--- src/rtl/acc_pkg.sv ---
// Shared types and helpers for the sequential matrix-multiply accelerator.
// Latency and backpressure are defined by the users of this package.
package acc_pkg;

    typedef enum logic [1:0] {
        IDLE = 2'd0,
        CALC = 2'd1,
        DONE = 2'd2
    } state_t;

    // Result width: a sum of mat_size full-precision products never overflows it.
    function automatic int acc_width(input int dat_w, input int mat_size);
        return 2 * dat_w + $clog2(mat_size);
    endfunction

    // Row-major flat index of element (r,c) in an n x n matrix.
    function automatic int idx(input int r, input int c, input int n);
        return r * n + c;
    endfunction

endpackage

--- src/rtl/mac_unit.sv ---
// Combinational multiply-accumulate: acc_out = acc_in + ext(a*b), signed or unsigned.
// Zero latency; no handshake.
module mac_unit #(
    parameter int DAT_W = 8,
    parameter int ACC_W = 18
) (
    input  logic [DAT_W-1:0] a,
    input  logic [DAT_W-1:0] b,
    input  logic [ACC_W-1:0] acc_in,
    input  logic             signed_mode,
    output logic [ACC_W-1:0] acc_out
);

    logic signed [2*DAT_W-1:0] prod_s;
    logic        [2*DAT_W-1:0] prod_u;
    logic signed [ACC_W-1:0]   ext_s;
    logic        [ACC_W-1:0]   ext_u;

    assign prod_s = $signed(a) * $signed(b);
    assign prod_u = a * b;

    // Extension is done on each full-precision product before the add, so the
    // accumulator arithmetic itself is plain modular addition.
    assign ext_s = ACC_W'(prod_s);
    assign ext_u = ACC_W'(prod_u);

    always_comb begin
        acc_out = acc_in;
        if (signed_mode) begin
            acc_out = acc_in + $unsigned(ext_s);
        end else begin
            acc_out = acc_in + ext_u;
        end
    end

endmodule

--- src/rtl/matmul_seq_acc.sv ---
// C = A x B with one time-shared MAC; done pulses MAT_SIZE^3 cycles after start is taken.
// No backpressure: start is only honoured in IDLE, otherwise dropped (no queueing).
module matmul_seq_acc
    import acc_pkg::*;
#(
    parameter int DAT_W    = 8,
    parameter int MAT_SIZE = 4,
    localparam int ACC_W   = acc_width(DAT_W, MAT_SIZE),
    localparam int N_EL    = MAT_SIZE * MAT_SIZE
) (
    input  logic                        clk,
    input  logic                        rst_n,
    input  logic                        start,
    input  logic                        signed_mode,
    input  logic [N_EL-1:0][DAT_W-1:0]  mat_A,
    input  logic [N_EL-1:0][DAT_W-1:0]  mat_B,
    output logic                        busy,
    output logic                        done,
    output logic [N_EL-1:0][ACC_W-1:0]  mat_C
);

    localparam int IDX_W = (MAT_SIZE > 1) ? $clog2(MAT_SIZE) : 1;
    localparam int EL_W  = (N_EL > 1) ? $clog2(N_EL) : 1;
    localparam logic [IDX_W-1:0] LAST = IDX_W'(MAT_SIZE - 1);

    state_t state, state_nxt;

    logic [N_EL-1:0][DAT_W-1:0] a_snap;
    logic [N_EL-1:0][DAT_W-1:0] b_snap;
    logic                       sm_snap;
    logic [IDX_W-1:0]           i, j, k;
    logic [ACC_W-1:0]           acc;
    logic [ACC_W-1:0]           mac_sum;
    logic [EL_W-1:0]            a_sel, b_sel, c_sel;
    logic                       i_last, j_last, k_last, elem_last;

    assign i_last    = (i == LAST);
    assign j_last    = (j == LAST);
    assign k_last    = (k == LAST);
    assign elem_last = i_last && j_last && k_last;

    assign a_sel = EL_W'(idx(int'(i), int'(k), MAT_SIZE));
    assign b_sel = EL_W'(idx(int'(k), int'(j), MAT_SIZE));
    assign c_sel = EL_W'(idx(int'(i), int'(j), MAT_SIZE));

    mac_unit #(
        .DAT_W (DAT_W),
        .ACC_W (ACC_W)
    ) u_mac (
        .a           (a_snap[a_sel]),
        .b           (b_snap[b_sel]),
        .acc_in      (acc),
        .signed_mode (sm_snap),
        .acc_out     (mac_sum)
    );

    always_ff @(posedge clk or negedge rst_n) begin
        if (!rst_n) begin
            state <= IDLE;
        end else begin
            state <= state_nxt;
        end
    end

    always_comb begin
        state_nxt = state;
        unique case (state)
            IDLE:    if (start) state_nxt = CALC;
            CALC:    if (elem_last) state_nxt = DONE;
            DONE:    state_nxt = IDLE;
            default: state_nxt = IDLE;
        endcase
    end

    always_comb begin
        busy = (state == CALC);
        done = (state == DONE);
    end

    always_ff @(posedge clk or negedge rst_n) begin
        if (!rst_n) begin
            a_snap  <= '0;
            b_snap  <= '0;
            sm_snap <= 1'b0;
            i       <= '0;
            j       <= '0;
            k       <= '0;
            acc     <= '0;
            mat_C   <= '0;
        end else if (state == IDLE && start) begin
            a_snap  <= mat_A;
            b_snap  <= mat_B;
            sm_snap <= signed_mode;
            i       <= '0;
            j       <= '0;
            k       <= '0;
            acc     <= '0;
        end else if (state == CALC) begin
            if (!k_last) begin
                acc <= mac_sum;
                k   <= k + IDX_W'(1);
            end else begin
                // Last term of a dot product goes straight into C; acc restarts.
                mat_C[c_sel] <= mac_sum;
                acc          <= '0;
                k            <= '0;
                if (j_last) begin
                    j <= '0;
                    i <= i_last ? '0 : i + IDX_W'(1);
                end else begin
                    j <= j + IDX_W'(1);
                end
            end
        end
    end

endmodule

--- config.mk ---
export PLATFORM = sky130hd
export DESIGN_NAME = matmul_seq_acc
export DESIGN_NICKNAME = d
export VERILOG_FILES = /design/src/rtl/acc_pkg.sv /design/src/rtl/mac_unit.sv /design/src/rtl/matmul_seq_acc.sv
export SDC_FILE = /design/constraint.sdc
export NUM_CORES = 1
export LEC_CHECK = 0
export ABC_AREA = 1
export CAP_MARGIN = 20
export CORE_MARGIN = 3
export CORE_UTILIZATION = 30
export CTS_CLUSTER_SIZE = 24
export DETAILED_ROUTE_END_ITERATION = 6
export GPL_ROUTABILITY_DRIVEN = 0
export PLACE_DENSITY = 0.56
export SLEW_MARGIN = 20
export SYNTH_ARGS = -nofsm -noshare
export SYNTH_HDL_FRONTEND = slang
export SYNTH_SLANG_ARGS = --single-unit
--- constraint.sdc ---
create_clock -name clk -period 12.3 [get_ports clk]
set_input_delay 1.23 -clock clk [delete_from_list [all_inputs] [get_ports clk]]
set_output_delay 1.23 -clock clk [all_outputs]
set_load 0.02 [all_outputs]
Yosys cells after proc, flatten, opt, wreduce, memory -nomap -nowiden

Index checks and enable logic that the tools add are counted.

Output and inout bits: 290
Input port bits: 260
Flip-flop bits (word level): 571
Word-level logic and storage cells: 114

Eq/ne operators: 7
Add/sub/neg operators: 8
Magnitude comparators: 4
Mux-type cells: 26
Bitwise logic cells: 1
Multiply operators: 2
Reductions and logical operators: 12

Operator list:

| cell                                                                         | count |
|---|---|
| 288-bit bitwise mux                                                          | 1 |
| 18-bit two-way mux                                                           | 5 |
| 18-bit demux with 4-bit select                                               | 1 |
| 8-bit binary-select mux with 4-bit select                                    | 2 |
| 8-bit by 8-bit multiplier with 16-bit output                                 | 2 |
| 2-bit two-way mux                                                            | 14 |
| 18-bit by 16-bit adder with 18-bit output                                    | 1 |
| 18-bit adder                                                                 | 1 |
| 8-bit two-way mux                                                            | 2 |
| 4-bit by 5-bit less-than comparator with 1-bit output, second input constant | 3 |
| 4-bit by 2-bit adder with 4-bit output                                       | 3 |
| 2-bit == test, second input constant                                         | 4 |
| 2-bit by 1-bit adder with 2-bit output, second input constant                | 3 |
| 3-bit AND reduction                                                          | 2 |
| 2-bit nonzero test                                                           | 3 |
| 4-bit by 1-bit >= comparator with 1-bit output, second input constant        | 1 |
| 1-bit logical AND                                                            | 4 |
| 2-bit one-hot mux with 2 select lines                                        | 1 |
| 2-bit AND reduction                                                          | 2 |
| 2-bit by 1-bit == test with 1-bit output, second input constant              | 1 |
| 2-bit logical NOT                                                            | 1 |
| 2-bit by 1-bit inequality test with 1-bit output, second input constant      | 1 |
| 2-bit inequality test, second input constant                                 | 1 |
| 1-bit inverter                                                               | 1 |

Longest topological paths before layout

Gate-level depths: netlist of the first run.

Depth in word-level cells: 9
Depth in mapped cells: 43
Depth with buffers taken out: 39

Cells and area by module

A second synthesis of the first run with hierarchy kept.

Cells, all modules: 3,868
Area, all modules: 30,787.0 sq um

Modules (own cells, without submodules):

| module         | times used | cells an instance | sequential area each (sq um) | area an instance (sq um) |
|---|---|---|---|---|
| matmul_seq_acc | 1          | 3,029             | 14,288.7                     | 24,913.9 |
| mac_unit       | 1          | 839               | 0.0                          | 5,873.1 |

Worst setup path after synthesis of the first run

OpenSTA, ideal clock, no wires.

Path type: flip-flop to flip-flop
Start: register j[0]
End: register mat_C[125] (netlist name)
Buffers on the path: 4
Cell stages (with the launch flop): 38
Setup slack: 5,814 ps
Required time: 12,183 ps
Library setup time: 117 ps
Clock period less this slack: 6,486 ps
Data arrival time: 6,369 ps
Cell sequence: dfrtp_1 buf_4 inv_1 buf_4 buf_2 o21ai_0 o221ai_1 o211ai_1 nand2_1 nand2_1 fa_1 inv_1 fa_1 fa_1 inv_1 fa_1 inv_1 ha_1 [... 2 more ...] nand3_2 inv_1 nand2_1 nand2_1 inv_1 ha_1 inv_1 nor3_1 nand3_1 inv_1 nand3_1 nand3_1 nand3_1 nand3_2 nand2_4 buf_6 nand2_1 nand2_1

Word-level cells in the longest chain between the ends: 7
Elaborated cells between the ends (all ways): 15
Those cells by class: add/sub: 4; mul: 2; order compare: 2; mux: 6; reduce/logical: 1

Ends and longest elaborated chain:

| element                                                                   | RTL line                       | RTL |
|---|---|---|
| start, declared                                                           | matmul_seq_acc.sv:31           | `logic [IDX_W-1:0] i, j, k;` |
| start signal, assigned                                                    | matmul_seq_acc.sv:111          | `j <= j + IDX_W'(1);` |
| 4-bit by 2-bit adder with 4-bit output                                    | acc_pkg.sv:18                  | `return r * n + c;` |
| 8-bit binary-select mux with 4-bit select                                 | matmul_seq_acc.sv:51           | `.b (b_snap[b_sel]),` |
| 8-bit two-way mux (implied by the code)                                   | matmul_seq_acc.sv:51           |  |
| 8-bit by 8-bit multiplier with 16-bit output, on equally long branches    | mac_unit.sv:20, mac_unit.sv:19 |  |
| 18-bit by 16-bit adder with 18-bit output or 18-bit adder (tied branches) | mac_unit.sv:32, mac_unit.sv:30 |  |
| 18-bit two-way mux                                                        | mac_unit.sv:29                 | `if (signed_mode) begin` |
| 288-bit bitwise mux (*)                                                   | matmul_seq_acc.sv:104          | `mat_C[c_sel] <= mac_sum;` |
| end signal, assigned by index                                             | matmul_seq_acc.sv:104          |  |
| end, declared                                                             | matmul_seq_acc.sv:19           | `output logic [N_EL-1:0][ACC_W-1:0] mat_C` |

Every way passes the cells marked *; elsewhere a longest branch is shown, timed or not. The select of a mux whose other input is x is not followed.
A chain may end at the register's enable or synchronous reset.

Worst setup path in the final report of the first run

Start: register j[0]
End: register mat_C[175] (netlist name)

The elaborated chain is that of the path after synthesis.

==> Flow_metrics.wiki, run 1 <==
{| class="wikitable"
! Metric !! Value
|-
| Post-cts hold buffer count || 0
|-
| Master of the slowest instance on the critical path || sky130_fd_sc_hd__clkinv_2
|-
| Die height || 319 um
|-
| Vias per std cell || between 4 and 5
|-
| Area of the core || 96,900 um^2
|-
| Finished Core Util || 0.396
|-
| Launch point of the worst hold path || b_snap[76]
|-
| Family with the most delay on the worst path || adder cells
|-
| Number of detailed-routing iterations run before antenna repair || 5
|-
| Post-DR wirelength/cell || 19.1 um
|-
| Number of nets in the finished design || 4,424
|-
| Final critical delay including setup and external delays || 8.80 ns
|-
| Residual overflow from global routing || 0
|-
| Synth area leaders || sky130_fd_sc_hd__dfrtp_1 (49%), sky130_fd_sc_hd__nand2_1 (18%), sky130_fd_sc_hd__fa_1 (6.8%)
|-
| Post-synthesis sequential element count || 571
|-
| Reg-to-reg setup timing slack || roughly 3.5 ns
|-
| Part of the Yosys area used for sequential elements || 0.487
|-
| Growth of design area from synthesis to finish || 30.7%
|-
| Delay of the slowest cell on the worst path || 0.88 ns
|-
| Kind of capture point of the worst setup path || flip-flop
|-
| Final period util || 0.716
|-
| Mapped Area || between 20,000 and 30,000 um^2
|-
| Fmax || 114 MHz
|-
| Reg2reg path depth || 31
|-
| Number of buffers inserted during clock tree synthesis || 70
|-
| Maximum number of pins on one net before global-route repair || 103
|-
| Buffer type at the clock tree root || sky130_fd_sc_hd__clkbuf_16
|-
| Data required time of the worst path || 12.75 ns
|-
| Global Route Usage Sum || 0.197
|-
| Setup repair bufs after CTS || 0
|-
| Total routed wirelength || 101,000 um
|-
| PortBufs || between 500 and 600
|-
| Number of buffers on the longest clock path || 3
|-
| Count of cell types in the netlist || 46
|-
| Std cell rows || 114
|-
| Total Negative Setup Slacks || 0 ns
|-
| Clk Latency, worst-skew pair || between 0.6 and 0.7 ns
|-
| Crit-path max FO || 67
|-
| Critical path data arrival time || 9.25 ns
|-
| Number of instances in the synthesized netlist || between 3k and 4k
|-
| Footprint of the flip-flops and latches || 14,300 um^2
|-
| Non-filler cells in the finished layout || 5,306
|-
| TritonCTS Sinks || about 570
|-
| Maximum Capacitance Violations || 0
|-
| Share of post-route cells with drive strength above 1 || 0.0556
|-
| Total DRC errors in the routed layout || 0
|-
| Syn Nets || slightly below 4k
|-
| Share of the synthesized area in the top cell type || 0.487
|-
| Cell accounting for the most synthesized area || sky130_fd_sc_hd__dfrtp_1
|-
| Clock transition at the register clock pins on the worst setup and hold paths after CTS || 0.06 ns
|-
| Horiz. Die Dim || 319 um
|-
| Area used by multi-input combinational logic || 13,200 um^2
|-
| Initial antenna violation count || 5
|-
| Gates resized, CTS repair || 0
|-
| Setup crit start kind || flip-flop
|-
| Average footprint of a synthesized cell || 8.37 um^2
|-
| Setup Skew || 0.0332 ns
|-
| Worst Max-Slew Pin Slew || 1.18 ns
|-
| Capture point of the worst reg-to-reg path || mat_C[175]
|-
| Initial core utilization || 0.303
|-
| CTS tree || built
|-
| Warnings from Yosys || 0
|-
| Number of vias after detailed routing || around 25k
|-
| Most Frequent Cell on Critical Path || sky130_fd_sc_hd__inv_1
|-
| Setup repair after global routing missed its margin || no
|-
| Total Die Area || 102,000 um^2
|-
| Buf+Inv Stages, Crit Path || 7
|-
| Startpoint of the worst-slack reg-to-reg timing path || j[0]
|-
| Terminating pin of the worst hold path || b_snap[76]
|-
| Hold Path Stages || 2
|-
| Vias in the first global route || 25.4k
|-
| H-tree depth || 3
|-
| Worst relative slew slack || 0.216
|-
| Initial DRC count || 2,067
|-
| Class of the most critical hold timing path || reg -> reg
|-
| Status || complete, no violations
|-
| Number of cells after detailed placement || 5,176
|-
| Startpoint-to-endpoint class of the critical path || reg -> reg
|-
| Setup Viol. Count Final || 0
|-
| I/O pin cnt || 550
|-
| Wire length of the first global-routing pass || 156,000 um
|-
| Hold Violations, Final || 0
|-
| Final slew viol count || 0
|-
| Total half-perimeter wirelength after legalization and detailed placement || about 73,000 um
|-
| Remaining number of nets flagged by the antenna check after routing || 0
|-
| Number of inserted filler cells in the final layout || about 10k
|}
-- cell usage after synthesis, drive strengths merged --
cell	count
nand2	1434
dfrtp	571
o21ai	337
inv	292
nor2	186
clkbuf	130
nand3	124
fa	100
ha	90
a21oi	50
buf	50
o221ai	49
o22ai	22
o211ai	16
xor2	13
xnor2	11
nor3	7
a21o	6
nand4	4
o21bai	4
a21boi	2
a31oi	2
clkinv	2
nand3b	2
or2	2
a211oi	1
o211a	1
o21a	1
o31ai	1
-- worst max path at each step --
stage	startpoint	end	cells after the start
floorplan	j[0]	mat_C[125]	37
global placement	j[1]	mat_C[211]	31
detailed placement	j[1]	mat_C[175]	31
CTS	j[1]	mat_C[175]	31
global route	j[0]	mat_C[175]	31
finish	j[0]	mat_C[175]	31
-- tightest hold or removal path, cell delays in order, from the launching register on --
cell,delay [ns]
sky130_fd_sc_hd__dfrtp_1,0.34
sky130_fd_sc_hd__nand2_1,0.05
sky130_fd_sc_hd__nand2_1,0.05
-- stage by stage --
stage | setup slack (ns) | hold WS [ns] | area [um^2]
floorplan | 5.81 | 0.444 | 29400
global placement | 3.46 | 0.457 | 35900
detailed placement | 3.43 | 0.461 | 35900
CTS | 3.46 | 0.476 | 38300
global route | 2.70 | 0.489 | 38400
finish | 3.50 | 0.473 | 38400
-- routing by layer --
layer / up-vias / wire [um] / global-route usage
met5: - / 25 / 0
met4: 4 / 3800 / 0.0715
met3: 178 / 6410 / 0.0422
met2: 771 / 45900 / 0.312
met1: 11999 / 45400 / 0.267
li1: 12027 / - / -
-- cells in the final DEF, fill, tap and decap left out, drive strengths merged, types with 49 or more instances in the layout --
| cell type | n |
|---|---|
| a21oi | 50 |
| clkbuf | 91 |
| clkdlybuf4s50 | 548 |
| dfrtp | 571 |
| fa | 100 |
| ha | 90 |
| inv | 294 |
| nand2 | 1434 |
| nand3 | 124 |
| nor2 | 186 |
| o21ai | 337 |
| o221ai | 49 |
-- logic make-up (layout without fill, tap and decap cells) --
logic type                 count (synthesis)  after routing  synth area share
buffers and inverters                    474            991            0.0640
and+or+nand+nor                         1759           1759             0.239
AOI/OAI and AO/OA                        492            492            0.0967
other                                      0              3                 0
xor gates and xnor gates                  24             24           0.00716
DFF                                      571            571             0.487
adders and majority gates                190            190             0.107
-- flip-flops by register name, indices dropped and copies added (netlist names) --
| name | cells |
|---|---|
| k | 2 |
| i | 2 |
| state | 2 |
| sm_snap | 1 |
| mat_C | 288 |
| j | 2 |
| a_snap | 128 |
| acc | 18 |
| b_snap | 128 |
-- cell type report --
class | instances | area share
diodes | 3 | 0.000196
clock buffers | 91 | 0.0506
clock inverters | 34 | 0.0116
inverters | 294 | 0.0290
multi-input cells | 2465 | 0.345
flip-flops and latches | 571 | 0.373
well taps | 1276 | 0.0416
repair buffers | 572 | 0.149
Power of run 1 is left out: the tool's default activity adds up to more than one toggle a clock period on the data nets, which glitch-free logic cannot reach.
==> inputs of run 2 (changes only) <==
--- a/config.mk
+++ b/config.mk
@@ -12,7 +12,7 @@
 export CTS_CLUSTER_SIZE = 24
 export DETAILED_ROUTE_END_ITERATION = 6
 export GPL_ROUTABILITY_DRIVEN = 0
-export PLACE_DENSITY = 0.56
+export PLACE_DENSITY = 0.58
 export SLEW_MARGIN = 20
 export SYNTH_ARGS = -nofsm -noshare
 export SYNTH_HDL_FRONTEND = slang
==> constraint.sdc (replaced) <==
create_clock -name clk -period 7.4 [get_ports clk]
set_input_delay 0.74 -clock clk [delete_from_list [all_inputs] [get_ports clk]]
set_output_delay 0.74 -clock clk [all_outputs]
set_load 0.02 [all_outputs]
==> run 2 against run 1 <==
Compared with the run above: global-route usage is 0.29 points lower; critical endpoint is now mat_C[283]; utilization rose by 0.44 points; critical path depth rose by 3; highest routed layer is now met4; critical path type unchanged; count of clock-buffer cells in the layout grew 8; largest cell class unchanged; final area is 1.1% higher; final cell count rose by 0.77%; worst setup slack got worse by 3.1 ns.
==> Flow_metrics.wiki, run 2 (synthesis results as in run 1) <==
{| class="wikitable"
! Metric !! Value
|-
| Final non-filler cell area || approximately 39,000 um^2
|-
| Kind of capture point of the worst setup path || flip-flop
|-
| Hold Violations, Final || 0
|-
| Number of buffers inserted during clock tree synthesis || 69
|-
| Worst Max-Slew Pin Slew || approximately 1.1 ns
|-
| Clk Latency, worst-skew pair || 0.62 ns
|-
| Setup repair after global routing missed its margin || yes
|-
| Global Route Usage Sum || 0.194
|-
| Std cell rows || 114
|-
| Number of cells after detailed placement || 5,217
|-
| Most common cell after layout, fill and taps aside || sky130_fd_sc_hd__nand2_1
|-
| Final slew viol count || 0
|-
| Maximum number of pins on one net before global-route repair || 161
|-
| Share of post-route cells with drive strength above 1 || 0.0681
|-
| Vias per std cell || 4.70
|-
| Largest register by flop count || mat_C
|-
| Initial core utilization || 0.303
|-
| Number of inserted filler cells in the final layout || 9,793
|-
| Maximum Capacitance Violations || 0
|-
| Total Negative Setup Slacks || 0 ns
|-
| Setup crit start kind || flip-flop
|-
| TritonCTS Sinks || 571
|-
| PortBufs || 549
|-
| Master of the slowest instance on the critical path || sky130_fd_sc_hd__fa_1
|-
| Area of the core || 96,900 um^2
|-
| Post-DR wirelength/cell || 18.8 um
|-
| Crit-path max FO || 39
|-
| Startpoint of the worst-slack reg-to-reg timing path || k[0]
|-
| Placed cell area || 36,300 um^2
|-
| Total routed wirelength || between 100,000 and 150,000 um
|-
| Capture point of the worst reg-to-reg path || mat_C[283]
|-
| Number of detailed-routing iterations run before antenna repair || 5
|-
| Status || complete, no violations
|-
| Number of buffers on the longest clock path || 3
|-
| Total DRC errors in the routed layout || 0
|-
| Critical path data arrival time || 7.49 ns
|-
| Vias in the first global route || 25.4k
|-
| Reg2reg path depth || 34
|-
| Setup Skew || between 0.02 and 0.025 ns
|-
| Initial antenna violation count || 4
|-
| Die height || 319 um
|-
| Wire length of the first global-routing pass || 154,000 um
|-
| Destination of the critical timing path || mat_C[283]
|-
| Regs by FF count || mat_C x288, a_snap x128, b_snap x128
|-
| Number of nets in the finished design || 4,468
|-
| I/O pin cnt || 550
|-
| Delay of the slowest cell on the worst path || 0.54 ns
|-
| Total Die Area || 102,000 um^2
|-
| Reg-to-reg setup timing slack || 0.37 ns
|-
| Growth of design area from synthesis to finish || 32.1%
|-
| Buffer type at the clock tree root || sky130_fd_sc_hd__clkbuf_16
|-
| Initial DRC count || 1,823
|-
| Final critical delay including setup and external delays || 7.03 ns
|-
| Final period util || 0.950
|-
| Commonest non-fill, non-tap cells in the layout || sky130_fd_sc_hd__nand2_1 (1,413), sky130_fd_sc_hd__dfrtp_1 (568), sky130_fd_sc_hd__clkdlybuf4s50_1 (548)
|-
| CTS tree || built
|-
| Crit path launch || k[0]
|-
| Most Frequent Cell on Critical Path || sky130_fd_sc_hd__inv_1
|-
| Fmax || approximately 140 MHz
|-
| Data required time of the worst path || ~7.9 ns
|-
| Horiz. Die Dim || 319 um
|-
| Number of vias after detailed routing || 25.2k
|-
| Worst relative slew slack || 0.297
|-
| Max reg flops || approximately 290
|-
| Residual overflow from global routing || 0
|-
| Remaining number of nets flagged by the antenna check after routing || 0
|-
| Clock transition at the register clock pins on the worst setup and hold paths after CTS || 0.06 ns
|-
| Non-filler cells in the finished layout || around 5.3k
|-
| Startpoint-to-endpoint class of the critical path || reg -> reg
|-
| Total half-perimeter wirelength after legalization and detailed placement || roughly 73,000 um
|-
| Setup Viol. Count Final || 0
|-
| H-tree depth || 3
|-
| Class of the most critical hold timing path || in -> async
|}
## run 2: worst max-delay path, delay by kind of cell (launching register included)
kind	cells	cell delay, ns
xor+xnor	1	0.19
fa+ha+maj	6	2.75
flops	1	0.50
simple gates	8	0.78
buf+inv	11	1.23
compound gates	8	1.37
## run 2: stage by stage
| step | setup slack [ns] | utilization | hold WS, ns |
|---|---|---|---|
| floorplan | 0.914 | - | 0.444 |
| global placement | 0.0276 | 0.375 | 0.458 |
| detailed placement | -0.00413 | 0.375 | 0.460 |
| CTS | 0.0723 | 0.399 | 0.191 |
| global route | -0.00988 | 0.401 | 0.241 |
| finish | 0.369 | 0.401 | 0.192 |
## run 2: what timing repair did
action	in CTS	in global routing
hold buffers	0	0
pin swaps	0	8
setup buffers	0	5
gates resized for setup	1	29
endpoints found under the setup margin	11	131
## run 2: final cells by class
class	count	area, um^2	share of cell area
Clock buffer	99	2030	0.0524
Timing Repair Buffer	617	6220	0.160
Multi-Input combinational cell	2465	13300	0.342
Sequential cell	571	14300	0.368
Clock inverter	23	253	0.00651
Inverter	294	1120	0.0288
Tap cell	1276	1600	0.0411
Antenna cell	2	5.00	0.000129
## run 2: worst min-delay path by stage
stage	cells after the start	end	startpoint
2_1_floorplan	0	a_snap[0]	rst_n
3_3_place_gp	2	b_snap[20]	b_snap[20]
3_5_place_dp	2	b_snap[18]	b_snap[18]
4_1_cts	1	a_snap[122]	rst_n
5_1_grt	1	a_snap[106]	rst_n
6_report	1	a_snap[122]	rst_n
## run 2: layer usage
layer	wire [um]	vias to the layer above	global-route usage
li1	-	12102	-
met1	44400	12097	0.260
met2	46600	789	0.316
met3	6270	167	0.0382
met4	3490	0	0.0665
met5	0	-	0
Power of run 2 is left out for the same reason.
==> inputs of run 3 (changes only) <==
--- a/config.mk
+++ b/config.mk
@@ -8,11 +8,11 @@
 export ABC_AREA = 1
 export CAP_MARGIN = 20
 export CORE_MARGIN = 3
-export CORE_UTILIZATION = 30
+export CORE_UTILIZATION = 40
 export CTS_CLUSTER_SIZE = 24
 export DETAILED_ROUTE_END_ITERATION = 6
 export GPL_ROUTABILITY_DRIVEN = 0
-export PLACE_DENSITY = 0.58
+export PLACE_DENSITY = 0.66
 export SLEW_MARGIN = 20
 export SYNTH_ARGS = -nofsm -noshare
 export SYNTH_HDL_FRONTEND = slang
==> run 3 against run 2 <==
Compared with the run above: the flow now finishes with violations (design-rule violations); die area down 25%; sequential share of layout area up 0.61 points; count of clock-buffer cells in the layout down 19; worst setup slack better by 0.026 ns; critical endpoint is now acc[14]; largest cell class unchanged; highest routed layer unchanged.
==> Flow_metrics.wiki, run 3 (synthesis results as in run 1) <==
{| class="wikitable"
! Metric !! Value
|-
| Reg2reg path depth || 35
|-
| Number of buffers on the longest clock path || 3
|-
| Reg-to-reg setup timing slack || 0.39 ns
|-
| Initial antenna violation count || 0
|-
| Violated checks || design-rule violations
|-
| Kind of capture point of the worst setup path || flip-flop
|-
| Total half-perimeter wirelength after legalization and detailed placement || 70,600 um
|-
| Number of cells after detailed placement || 4,884
|-
| Share of post-route cells with drive strength above 1 || 0.0645
|-
| Area of the core || 72,100 um^2
|-
| Total DRC errors in the routed layout || 1
|-
| Regs by FF count || mat_C x288, a_snap x128, b_snap x128
|-
| Post-cts hold buffer count || 0
|-
| Final critical delay including setup and external delays || 7.01 ns
|-
| Initial DRC count || 2,267
|-
| Horiz. Die Dim || ~280 um
|-
| Post-DR wirelength/cell || roughly 19 um
|-
| Fmax || ~140 MHz
|-
| Total routed wirelength || 96,800 um
|-
| Non-filler cells in the finished layout || 4,998
|-
| Clk Latency, worst-skew pair || ~0.65 ns
|-
| Critical path data arrival time || 7.52 ns
|-
| TritonCTS Sinks || 571
|-
| Finished Core Util || 0.529
|-
| Startpoint of the worst-slack reg-to-reg timing path || j[0]
|-
| Destination of the critical timing path || acc[14]
|-
| Class of the most critical hold timing path || in -> async
|-
| Number of antenna diodes || 0
|-
| Hold Violations, Final || 0
|-
| Number of nets in the finished design || about 4.5k
|-
| Clock transition at the register clock pins on the worst setup and hold paths after CTS || about 0.060 ns
|-
| H-tree depth || 2
|-
| Initial core utilization || 0.407
|-
| Worst relative slew slack || 0.271
|-
| Number of vias after detailed routing || 25.4k
|-
| Global Route Usage Sum || 0.246
|-
| Vias per std cell || 5.08
|-
| Final period util || 0.947
|-
| Wire length of the first global-routing pass || 148,000 um
|-
| Std cell rows || between 90 and 100
|-
| CTS tree || built
|-
| Setup Viol. Count Final || 0
|-
| Crit path launch || j[0]
|-
| I/O pin cnt || between 500 and 600
|-
| Commonest non-fill, non-tap cells in the layout || sky130_fd_sc_hd__nand2_1 (1,414), sky130_fd_sc_hd__dfrtp_1 (569), sky130_fd_sc_hd__clkdlybuf4s50_1 (548)
|-
| Remaining number of nets flagged by the antenna check after routing || 0
|-
| Number of detailed-routing iterations run before antenna repair || 7
|-
| Most common cell after layout, fill and taps aside || sky130_fd_sc_hd__nand2_1
|-
| Crit-path max FO || 38
|-
| Total Die Area || 76,700 um^2
|-
| Master of the slowest instance on the critical path || sky130_fd_sc_hd__fa_1
|-
| Final slew viol count || 0
|-
| Largest register by flop count || mat_C
|-
| Buffer type at the clock tree root || sky130_fd_sc_hd__clkbuf_16
|-
| Vias in the first global route || roughly 25k
|-
| Growth of design area from synthesis to finish || 29.9%
|-
| Startpoint-to-endpoint class of the critical path || reg -> reg
|-
| Die height || 277 um
|-
| PortBufs || 549
|-
| Worst Max-Slew Pin Slew || 1.09 ns
|-
| Status || finished with violations
|-
| Number of buffers inserted during clock tree synthesis || 60
|-
| Delay of the slowest cell on the worst path || 0.55 ns
|-
| Capture point of the worst reg-to-reg path || acc[14]
|-
| Data required time of the worst path || 7.91 ns
|-
| Maximum Capacitance Violations || 0
|-
| Setup crit start kind || flip-flop
|-
| Setup repair after global routing missed its margin || yes
|-
| Max reg flops || 288
|-
| Maximum number of pins on one net before global-route repair || 145
|-
| Residual overflow from global routing || 0
|-
| Most Frequent Cell on Critical Path || sky130_fd_sc_hd__inv_1
|-
| Setup Skew || 0.0444 ns
|}
## run 3: stage by stage
stage	instance area [um^2]	TNS [ns]	hold slack [ns]	setup WS, ns
4_1_cts	38000	0	0.117	0.136
3_5_place_dp	35800	0	0.460	0.177
2_1_floorplan	29400	0	0.444	0.914
3_3_place_gp	35800	0	0.459	0.321
5_1_grt	38200	-0.327	0.152	-0.0424
6_report	38200	0	0.104	0.395
## run 3: worst min-delay path by stage
stage | cells after the start | to | startpoint
floorplan | 0 | a_snap[0] | rst_n
global placement | 2 | b_snap[106] | b_snap[106]
detailed placement | 2 | b_snap[112] | b_snap[112]
CTS | 1 | a_snap[49] | rst_n
global route | 1 | a_snap[49] | rst_n
finish | 1 | a_snap[35] | rst_n
## run 3: repair_timing
action | in CTS | in global routing
gates resized for setup | 0 | 38
setup endpoints to repair | 0 | 115
buffers inserted | 0 | 1
## run 3: final cells by class
| class | instances | area, um^2 |
|---|---|---|
| Timing Repair Buffer | 607 | 6100 |
| Inverter | 294 | 1120 |
| Tap cell | 950 | 1190 |
| Sequential cell | 571 | 14300 |
| Fill cell | 6755 | 33900 |
| Clock buffer | 80 | 1720 |
| Multi-Input combinational cell | 2466 | 13300 |
| Clock inverter | 30 | 415 |
## run 3: worst max-delay path: cells and delay by family (launching register included)
kind            cells  cell delay, ns
flops               1            0.43
simple gates        8            0.85
buf+inv            10            0.86
xor+xnor            1            0.20
compound gates     10            1.70
fa+ha+maj           6            2.83
## run 3: metal layers
metal	global-route usage	wire [um]	vias up
met3	0.0350	5840	189
li1	-	-	12061
met2	0.398	45200	990
met5	0	0	-
met1	0.337	41800	12169
met4	0.0894	3950	0
Power of run 3 is left out for the same reason.
